## src/rtl/br_resolve_unit.sv

```systemverilog
// br_resolve_unit: LC-3 branch resolution.
// Accepts BR instructions from decode. It waits until no condition-code write is in flight,
// then evaluates the nzp mask against psr. On a taken branch it holds a redirect with flush
// to fetch until fetch accepts it.
// Ports:
//   clk, rst                       clock, synchronous active-high reset
//   br_valid/br_ready/br_ir/br_pc  branch handoff from decode
//   psr, cc_pending, cc_write      condition codes and in-flight CC write status
//   resolve_valid/taken/err        one-cycle decision pulse
//   redirect_valid/ready/pc, flush fetch redirect handshake
//   taken_count, branch_count      wrapping statistics counters
module br_resolve_unit (
    input  logic        clk,
    input  logic        rst,
    input  logic        br_valid,
    output logic        br_ready,
    input  logic [15:0] br_ir,
    input  logic [15:0] br_pc,
    input  logic [2:0]  psr,
    input  logic        cc_pending,
    input  logic        cc_write,
    output logic        resolve_valid,
    output logic        resolve_taken,
    output logic        resolve_err,
    output logic        redirect_valid,
    input  logic        redirect_ready,
    output logic [15:0] redirect_pc,
    output logic        flush,
    output logic [15:0] taken_count,
    output logic [15:0] branch_count
);

    typedef enum logic [1:0] {StIdle, StWaitCc, StEval, StRedirect} state_t;

    state_t      r_state, w_state_nxt;
    logic [15:0] r_ir, w_ir_nxt;
    logic [15:0] r_pc, w_pc_nxt;
    logic [15:0] r_redirect_pc, w_redirect_pc_nxt;
    logic [15:0] r_taken_count, w_taken_count_nxt;
    logic [15:0] r_branch_count, w_branch_count_nxt;
    logic        r_resolve_valid, w_resolve_valid_nxt;
    logic        r_resolve_taken, w_resolve_taken_nxt;
    logic        r_resolve_err, w_resolve_err_nxt;

    logic        w_err;
    logic [2:0]  w_nzp;
    logic        w_taken;
    logic [15:0] w_target;

    assign w_err    = (r_ir[15:12] != 4'h0);
    assign w_nzp    = r_ir[11:9];
    // A malformed opcode is reported but never redirects fetch.
    assign w_taken  = !w_err && ((w_nzp == 3'b111) || ((w_nzp & psr) != 3'b000));
    assign w_target = r_pc + 16'd1 + {{7{r_ir[8]}}, r_ir[8:0]};

    always_comb begin
        w_state_nxt         = r_state;
        w_ir_nxt            = r_ir;
        w_pc_nxt            = r_pc;
        w_redirect_pc_nxt   = r_redirect_pc;
        w_taken_count_nxt   = r_taken_count;
        w_branch_count_nxt  = r_branch_count;
        w_resolve_valid_nxt = 1'b0;
        w_resolve_taken_nxt = 1'b0;
        w_resolve_err_nxt   = 1'b0;
        unique case (r_state)
            StIdle: begin
                if (br_valid) begin
                    w_ir_nxt    = br_ir;
                    w_pc_nxt    = br_pc;
                    w_state_nxt = (cc_pending || cc_write) ? StWaitCc : StEval;
                end
            end
            StWaitCc: begin
                // psr is only trusted once no CC write is pending or landing this cycle.
                if (!cc_pending && !cc_write) begin
                    w_state_nxt = StEval;
                end
            end
            StEval: begin
                w_resolve_valid_nxt = 1'b1;
                w_resolve_taken_nxt = w_taken;
                w_resolve_err_nxt   = w_err;
                w_branch_count_nxt  = r_branch_count + 16'd1;
                if (w_taken) begin
                    w_taken_count_nxt = r_taken_count + 16'd1;
                    w_redirect_pc_nxt = w_target;
                    w_state_nxt       = StRedirect;
                end else begin
                    w_state_nxt = StIdle;
                end
            end
            StRedirect: begin
                if (redirect_ready) begin
                    w_state_nxt = StIdle;
                end
            end
            default: w_state_nxt = StIdle;
        endcase
    end

    always_ff @(posedge clk) begin
        if (rst) begin
            r_state         <= StIdle;
            r_ir            <= 16'h0000;
            r_pc            <= 16'h0000;
            r_redirect_pc   <= 16'h0000;
            r_taken_count   <= 16'h0000;
            r_branch_count  <= 16'h0000;
            r_resolve_valid <= 1'b0;
            r_resolve_taken <= 1'b0;
            r_resolve_err   <= 1'b0;
        end else begin
            r_state         <= w_state_nxt;
            r_ir            <= w_ir_nxt;
            r_pc            <= w_pc_nxt;
            r_redirect_pc   <= w_redirect_pc_nxt;
            r_taken_count   <= w_taken_count_nxt;
            r_branch_count  <= w_branch_count_nxt;
            r_resolve_valid <= w_resolve_valid_nxt;
            r_resolve_taken <= w_resolve_taken_nxt;
            r_resolve_err   <= w_resolve_err_nxt;
        end
    end

    assign br_ready       = (r_state == StIdle);
    assign redirect_valid = (r_state == StRedirect);
    assign flush          = (r_state == StRedirect);
    assign redirect_pc    = r_redirect_pc;
    assign resolve_valid  = r_resolve_valid;
    assign resolve_taken  = r_resolve_taken;
    assign resolve_err    = r_resolve_err;
    assign taken_count    = r_taken_count;
    assign branch_count   = r_branch_count;

endmodule

```

## config.mk

```make
export PLATFORM = sky130hd
export DESIGN_NAME = br_resolve_unit
export DESIGN_NICKNAME = d
export VERILOG_FILES = /design/src/rtl/br_resolve_unit.sv
export SDC_FILE = /design/constraint.sdc
export NUM_CORES = 1
export LEC_CHECK = 0
export BUFFER_PORTS_ARGS = -buffer_cell sky130_fd_sc_hd__clkbuf_2
export CORE_ASPECT_RATIO = 0.8
export CORE_MARGIN = 8
export CORE_UTILIZATION = 60
export CTS_BUF_LIST = sky130_fd_sc_hd__clkbuf_2
export DETAILED_ROUTE_END_ITERATION = 10
export PLACE_DENSITY = 0.88
export SLEW_MARGIN = 30
export SYNTH_ARGS = -nofsm -noshare
export SYNTH_HDL_FRONTEND = slang
export SYNTH_SLANG_ARGS = --single-unit
```

## constraint.sdc

```tcl
create_clock -name clk -period 6.4 [get_ports clk]
set_input_delay 0.64 -clock clk [delete_from_list [all_inputs] [get_ports clk]]
set_output_delay 0.64 -clock clk [all_outputs]
set_load 0.02 [all_outputs]
```

Yosys cells after proc, flatten, opt, wreduce, memory -nomap -nowiden
Index checks and enable logic that the tools add are counted.

storage, ports and cells
  flip-flop bits (word level) = 85
  word-level logic and storage cells = 43

cells by class
  multiplexer cells = 7
  bitwise logic cells = 2
  equal/unequal tests = 7
  reduce and logical (&&, ||, !) cells = 14
  add/subtract/negate cells = 4

operators with widths
  kind                   count
  $add 16x1->16 const B  3
  $add 16x16->16         1
  $mux 2                 5
  $pmux 2 s4             1
  $ne 2x2->1 const B     3
  $eq 2x2->1 const B     2
  $reduce_and 2->1       2
  $reduce_bool 4->1      1
  $and 3x3->3            1
  $eq 3x3->1 const B     1
  $logic_not 1->1        3
  $reduce_and 3->1       1
  $reduce_bool 3->1      1
  $eq 2x1->1 const B     1
  $logic_and 1x1->1      2
  $logic_not 2->1        1
  $logic_or 1x1->1       2
  $reduce_or 2->1        1
  $mux 1                 1
  $not 1->1              1

Depth between registers and ports, before layout
Gate-level depths: netlist of the first run.

  word-level depth = 6
  mapped depth = 10
  mapped depth without buffers = 10

Least setup slack after synthesis of the first run
No wires, ideal clock.

  kind = register to register
  start point = register r_ir[0]
  end point = register r_redirect_pc[12] (netlist: redirect_pc[12])
  required time = 6.280 ns
  setup slack = 4.272 ns
  cell stages (with the launch flop) = 11
  arrival = 2.008 ns
  path through = dfxtp_1 > inv_1 > ha_1 > inv_1 > fa_1 > a21o_1 > a311oi_1 > nor2_1 > a211oi_1 > or4_1 > nand3_1

between the ends
  longest elaborated chain between the ends = 1

ends and longest elaborated chain
  element                 RTL line  source
  from (decl)             36        logic [15:0] r_ir, w_ir_nxt;
  from (signal assigned)  115       r_ir <= w_ir_nxt;
  $add 16x16->16          54        assign w_target = r_pc + 16'd1 + {{7{r_ir[8]}}, r_ir[8:0]};
  to (signal assigned)    117       r_redirect_pc <= w_redirect_pc_nxt;
  to (decl)               38        logic [15:0] r_redirect_pc, w_redirect_pc_nxt;

No other way between the ends.
A chain may end at the register's enable or synchronous reset.

Worst setup path after layout of the first run
  start point = register r_pc[0]
  end point = register r_redirect_pc[12] (netlist: redirect_pc[12])

between the ends
  longest elaborated chain between the ends = 2

ends and longest elaborated chain
  element                 RTL line  source
  from (decl)             37        logic [15:0] r_pc, w_pc_nxt;
  from (signal assigned)  116       r_pc <= w_pc_nxt;
  $add 16x1->16           54
  $add 16x16->16          54

No other way between the ends.

==> impl_metrics.py, run 1 <==
metrics = {
    "outcome": {
        "outcome": "complete, no violations",
    },
    "placement": {
        "gp_congestion": 0.8995,
        "hpwl_mm": 7.374,
        "dpl_worst_slack_ps": 3689,
        "port-buffer-count": 94,
    },
    "die": {
        "start_util_pct": 62.03,
        "io_pins": 95,
        "die-area_um2": 9502,
        "die_height_um": 88.80,
        "core-area_um2": 6409,
        "rows": 26,
        "die_w_um": 107,
    },
    "clock_network": {
        "clock-sinks": 85,
        "clkSlewWorstSetupHoldPaths_ps": 240,
        "cts_buffer_depth": 2,
        "cts_resized": 0,
        "cts_hold_buf": 0,
        "postCtsSetupRepairBufs": 0,
        "htree_levels": 3,
        "root_buffer": "clkbuf_2",
        "clkLatencyLatePin_ps": 540,
        "numCtsBuffers": 9,
        "cts_tree": "done",
    },
    "yosys": {
        "ys.flop_type": "dfxtp_1",
        "netlist_area_um2": 3975,
        "syn_nets": 555,
        "synth.area.top_cells": "dfxtp_1 (43%), nand2_1 (10%), a21oi_1 (7.9%), ha_1 (5.4%), nor2_1 (4.1%)",
        "synth_top_area_share_pct": 42.81,
        "synth_area_leader_cell": "dfxtp_1",
        "async_reset_ff_share_pct": 0,
        "synth_commonest_cells": "nand2_1 (106), dfxtp_1 (85), a21oi_1 (63), nor2_1 (43), o21ai_0 (23)",
        "synth_top_family_by_area": "simple AND/OR/NAND/NOR gates",
        "synth_seq_cells": 85,
        "synthMuxAreaShare_pct": 0,
        "synth-xor-area-share_pct": 7.491,
        "postSynthCellCount": 496,
        "synth_edf_count": 0,
        "synthSimpleGateAreaFrac_pct": 25.50,
        "synth_compound_area_share_pct": 14.95,
        "yosys_warnings": 0,
        "synth_most_common_cell": "nand2_1",
        "synth-adder-area-share_pct": 5.855,
        "synth_seq_area_share_pct": 42.81,
        "synth_cell_type_count": 43,
        "synth_area_per_cell_um2": 8.014,
    },
    "power": {
        "ir_drop_v": 0.0001161,
        "p_leak_nw": 1.901,
        "powerDensity_nw_per_um2": 211.0,
    },
    "sta": {
        "tns_ps": 0,
        "layout_setup_ws_ps": 3871,
        "fin_crit_ps": 2529,
        "clock_skew_ps": 16.89,
        "fmax_mhz": 395.4,
        "hold_viol_final": 0,
        "relSlewSlack_pct": 48.15,
        "setup_viol": 0,
        "rsz0062_at_grt": "false",
        "period_share_pct": 39.52,
        "drv_slew": 0,
        "worst_pin_slew_ps": 777.7,
    },
    "worst_setup_path": {
        "crit_fanout": 4,
        "critPathKind": "flip-flop to flip-flop",
        "startpoint_type": "flip-flop",
        "arrival_ps": 3040,
        "worstSetupEndpointType": "flip-flop",
        "required_ps": 6910,
    },
    "global_routing": {
        "grt_usage_pct": 21.29,
        "grt_start_max_net_pins": 50,
        "grt_pass1_vias": 3533,
        "grt_antenna_before_repair": 0,
        "overflow": 0,
        "grt_pass1_wl_mm": 16.53,
    },
    "route": {
        "ant_nets": 0,
        "drc": 0,
        "wl_mm": 9.854,
        "drt-wirelength-per-cell_um": 14.75,
        "drtIter0Drc": 196,
        "vias_per_cell": 5.518,
        "dr.pass1.iters": 5,
        "vias": 3686,
    },
    "layout": {
        "areaGrowthSynthToFinish_pct": 14.73,
        "post-route-util_pct": 71.16,
        "diodes": 0,
        "drive_above_1_share_pct": 20.03,
        "filler_cell_count": 541,
        "nNetsFinal": 638,
    },
    "min_path": {
        "min_path_type": "primary input to flip-flop",
    },
    "run": {
        "cap_viol_max_count": 0,
    },
}
[registers in the layout, summed over array words and instances (netlist names)]
| register | cells |
|---|---|
| branch_count | 16 |
| r_ir | 16 |
| r_pc | 16 |
| r_state | 2 |
| redirect_pc | 16 |
| resolve_err | 1 |
| resolve_taken | 1 |
| resolve_valid | 1 |
| taken_count | 16 |
[routing by layer]
layer,track usage [%],part of all wire (%),up-vias
met2,35.49,47,109
met4,4.841,1.2,0
met1,26.21,45,1708
li1,-,-,1859
met3,6.914,7.2,10
met5,0,0,-
[stage by stage]
| step | instances | power [W] | area (um^2) | hold slack [ps] |
|---|---|---|---|---|
| after floorplan | 496 | 0.0006811 | 3975 | 435.7 |
| after global placement | 652 | 0.0007167 | 4457 | 437.6 |
| after detailed placement | 652 | 0.0007223 | 4457 | 451.8 |
| after CTS | 668 | 0.0009630 | 4552 | 263.1 |
| after global routing | 668 | 0.001009 | 4561 | 244.6 |
| final | 668 | 0.0009621 | 4561 | 285.1 |
[cell type report]
class	instances	area, um^2	area share [%]
multi-input combinational	379	2147	47.08
timing repair buffer	95	478.0	10.48
clock inverter	7	50.05	1.097
inverter	9	33.78	0.7407
sequential	85	1702	37.31
tap	84	105.1	2.305
clock buffer	9	45.04	0.9877
[path summary, 6_finish.rpt]
path,startpoint,endpoint,slack (ps),cells after the start
setup / recovery,r_pc[0],redirect_pc[12],3870,10
hold / removal,br_ir[10],r_ir[10],290,3
setup reg to reg,r_pc[0],redirect_pc[12],3870,10
hold reg to reg,redirect_pc[10],redirect_pc[10],470,2
[placed cells by master (no fill, tap or decap), types with 16 or more instances in the layout]
master,instances
a21oi_1,63
nor2_1,43
ha_1,17
nand2_1,105
o21ai_0,23
clkbuf_2,103
nand3_1,17
dfxtp_1,85
xor2_1,16
xnor2_1,18
[power breakdown]
part	internal (W)	total, W	switching, W
registers	0.000551	0.000569	0.0000181
clock network	0.0000526	0.000247	0.000194
logic	0.0000565	0.000146	0.0000900
total	0.000660	0.000962	0.000302
[worst max-delay path, stage by stage, from the launching register on]
cell	delay (ps)
dfxtp_1	370
inv_1	50
ha_1	160
inv_1	60
fa_1	400
a21o_1	220
a311oi_1	530
nor2_1	140
a211oi_1	320
nand4b_1	140
nand3_1	110
[kinds of logic after synthesis]
logic type               Yosys count
AND/OR/NAND/NOR                  220
buffers and inverters             32
XOR/XNOR                          34
AO/OA/AOI/OAI                    107
adder cells (fa/ha/maj)           18
flip-flops                        85
No activity file was read; power rests on OpenSTA's default activity.
==> inputs of run 2 (changes only) <==
- CORE_UTILIZATION: 60 -> 55
- PLACE_DENSITY: 0.88 -> 0.82
- clock period: 6.4 -> 2.64 ns (I/O delays scaled with it)
==> run 2 against run 1 <==
Maximum frequency rose by 6.5%; wire length grew 8.5%; clock-buffer cell count unchanged; die area rose by 7.6%; first-iteration DRC count down 15%; global-route usage decreased by 0.47 points; highest routed layer unchanged.
==> impl_metrics.py, run 2 (same netlist as run 1, synthesis figures left out) <==
metrics = {
    "outcome": {
        "outcome": "complete, no violations",
    },
    "global_routing": {
        "grt_antenna_before_repair": 0,
        "grt_pass1_wl_mm": 17.97,
        "grt_start_max_net_pins": 33,
        "grt_pass1_vias": 3804,
        "grt_usage_pct": 20.82,
        "overflow": 0,
    },
    "route": {
        "drc": 0,
        "wl_mm": 10.69,
        "vias_per_cell": 5.443,
        "drtIter0Drc": 167,
        "dr.pass1.iters": 5,
        "vias": 3859,
        "drt-wirelength-per-cell_um": 15.07,
        "ant_nets": 0,
    },
    "sta": {
        "worst_pin_slew_ps": 769.1,
        "period_share_pct": 89.93,
        "layout_setup_ws_ps": 265.9,
        "tns_ps": 0,
        "rsz0062_at_grt": "false",
        "drv_slew": 0,
        "hold_viol_final": 0,
        "clock_skew_ps": 27.62,
        "fmax_mhz": 421.2,
        "relSlewSlack_pct": 48.72,
        "setup_viol": 0,
        "fin_crit_ps": 2374,
    },
    "layout": {
        "final_common_cell": "nand2_1",
        "final_cell_mix": "nand2_1 (106), clkbuf_2 (103), dfxtp_1 (85), a21oi_1 (63), nor2_1 (43)",
        "diodes": 0,
        "areaGrowthSynthToFinish_pct": 23.70,
        "nNetsFinal": 676,
        "drive_above_1_share_pct": 19.61,
    },
    "clock_network": {
        "numCtsBuffers": 9,
        "cts_resized": 0,
        "root_buffer": "clkbuf_2",
        "clock-sinks": 85,
        "cts_buffer_depth": 2,
        "clkSlewWorstSetupHoldPaths_ps": 250,
        "cts_tree": "done",
        "clkLatencyLatePin_ps": 530,
        "htree_levels": 3,
    },
    "placement": {
        "gp_congestion": 0.8617,
        "dpl_worst_slack_ps": 324.2,
        "hpwl_mm": 7.621,
        "port-buffer-count": 94,
    },
    "worst_setup_path": {
        "critPathKind": "flip-flop to flip-flop",
        "path_delay_family": "compound AO/OA/AOI/OAI gates",
        "r2r_start": "r_pc[0]",
        "r2r_end": "redirect_pc[12]",
        "arrival_ps": 2810,
        "crit_buf_inv": 3,
        "crit_chain": "inv_1 -> ha_1 -> inv_1 -> fa_1 -> a21o_1 -> a311oi_1 -> buf_4 -> nor2_1 -> a211oi_1 -> or4_1 -> nand3_1",
        "r2r_cells": 11,
        "crit_fanout": 4,
        "worstSetupEndpointType": "flip-flop",
        "r2r_setup_slack_ps": 270,
        "crit_path_frequent_cell": "inv_1",
        "required_ps": 3080,
        "crit_start": "r_pc[0]",
        "startpoint_type": "flip-flop",
        "max_stage_delay_ps": 400,
        "slowest_stage": "fa_1",
    },
    "power": {
        "ir_drop_v": 0.0003356,
        "internal_power_w": 0.001633,
        "pwr-share-clk_pct": 24.6,
        "p_leak_nw": 2.058,
        "powerDensity_nw_per_um2": 481.4,
        "pwr-share-seq_pct": 58.3,
        "switching_power_w": 0.0007342,
        "combPwrFrac_pct": 17.1,
        "p_sw_share_pct": 31.02,
    },
    "min_path": {
        "hold_end": "r_ir[8]",
        "worstHoldStart": "br_ir[8]",
        "min_path_cells": 3,
        "min_path_type": "primary input to flip-flop",
    },
    "die": {
        "start_util_pct": 57.12,
        "die-area_um2": 10220,
        "io_pins": 95,
        "rows": 27,
        "die_height_um": 92.04,
        "die_w_um": 111.1,
        "core-area_um2": 6959,
    },
    "run": {
        "cap_viol_max_count": 0,
    },
}
[run 2: cell count changes in the layout (fill, tap and decap cells not counted), sizes merged]
cell | before | now
clkinvlp | 2 | 3
buf | 1 | 8
dlygate4sd3 | 0 | 31
clkinv | 3 | 2
[run 2: how the worst max path moves through the flow]
stage,endpoint,slack [ps],cells past startpoint
after floorplan,redirect_pc[12],510,10
after global placement,redirect_pc[12],430,11
after detailed placement,redirect_pc[12],320,11
after CTS,redirect_pc[12],280,11
after global routing,redirect_pc[12],90,11
final,redirect_pc[12],270,11
[run 2: metal layers]
layer  global-route usage [%]  part of all wire, %  wire length (um)  up-vias
li1                         -                    -                 -     1939
met1                    24.92                   44              4753     1786
met2                    35.33                   48              5079      116
met3                    6.445                  6.5               699       18
met4                    5.980                  1.5               155        0
met5                        0                    0                 0        -
[run 2: stage by stage]
stage | hold slack, ps | cell area, um^2 | utilization, % | std cells | power, W
3_5_place_dp | 452.6 | 4513 | 64.85 | 662 | 0.001766
2_1_floorplan | 400.0 | 3975 | - | 496 | 0.001651
4_1_cts | 1.670 | 4917 | 70.66 | 709 | 0.002374
3_3_place_gp | 438.6 | 4513 | 64.85 | 662 | 0.001751
5_1_grt | 11.35 | 4917 | 70.66 | 709 | 0.002488
6_report | 21.10 | 4917 | 70.66 | 709 | 0.002367
[run 2: final cells by class]
class | instances | area, um^2
Clock inverter | 7 | 48.80
Timing Repair Buffer | 133 | 840.8
Sequential cell | 85 | 1702
Tap cell | 87 | 108.9
Multi-Input combinational cell | 379 | 2138
Clock buffer | 9 | 45.04
Fill cell | 571 | 2042
Inverter | 9 | 33.78
[run 2: worst reg2reg max path, stage by stage (launching register included)]
cell and delay (ps):
dfxtp_1 380, inv_1 60, ha_1 150, inv_1 60
fa_1 400, a21o_1 220, a311oi_1 310, buf_4 190
nor2_1 60, a211oi_1 270, or4_1 150, nand3_1 60
[run 2: power by group through the flow]
stage	clock, W	combinational (W)	sequential (W)
after global placement	0	0.000351	0.00140
after detailed placement	0	0.000362	0.00140
after CTS	0.000595	0.000400	0.00138
final	0.000583	0.000404	0.00138
after floorplan	0	0.000255	0.00140
after global routing	0.000651	0.000449	0.00139
[run 2: what timing repair did]
action | CTS | global route
hold buffers | 31 | 0
endpoints found under the hold margin | 31 | 0
setup buffers | 0 | 0
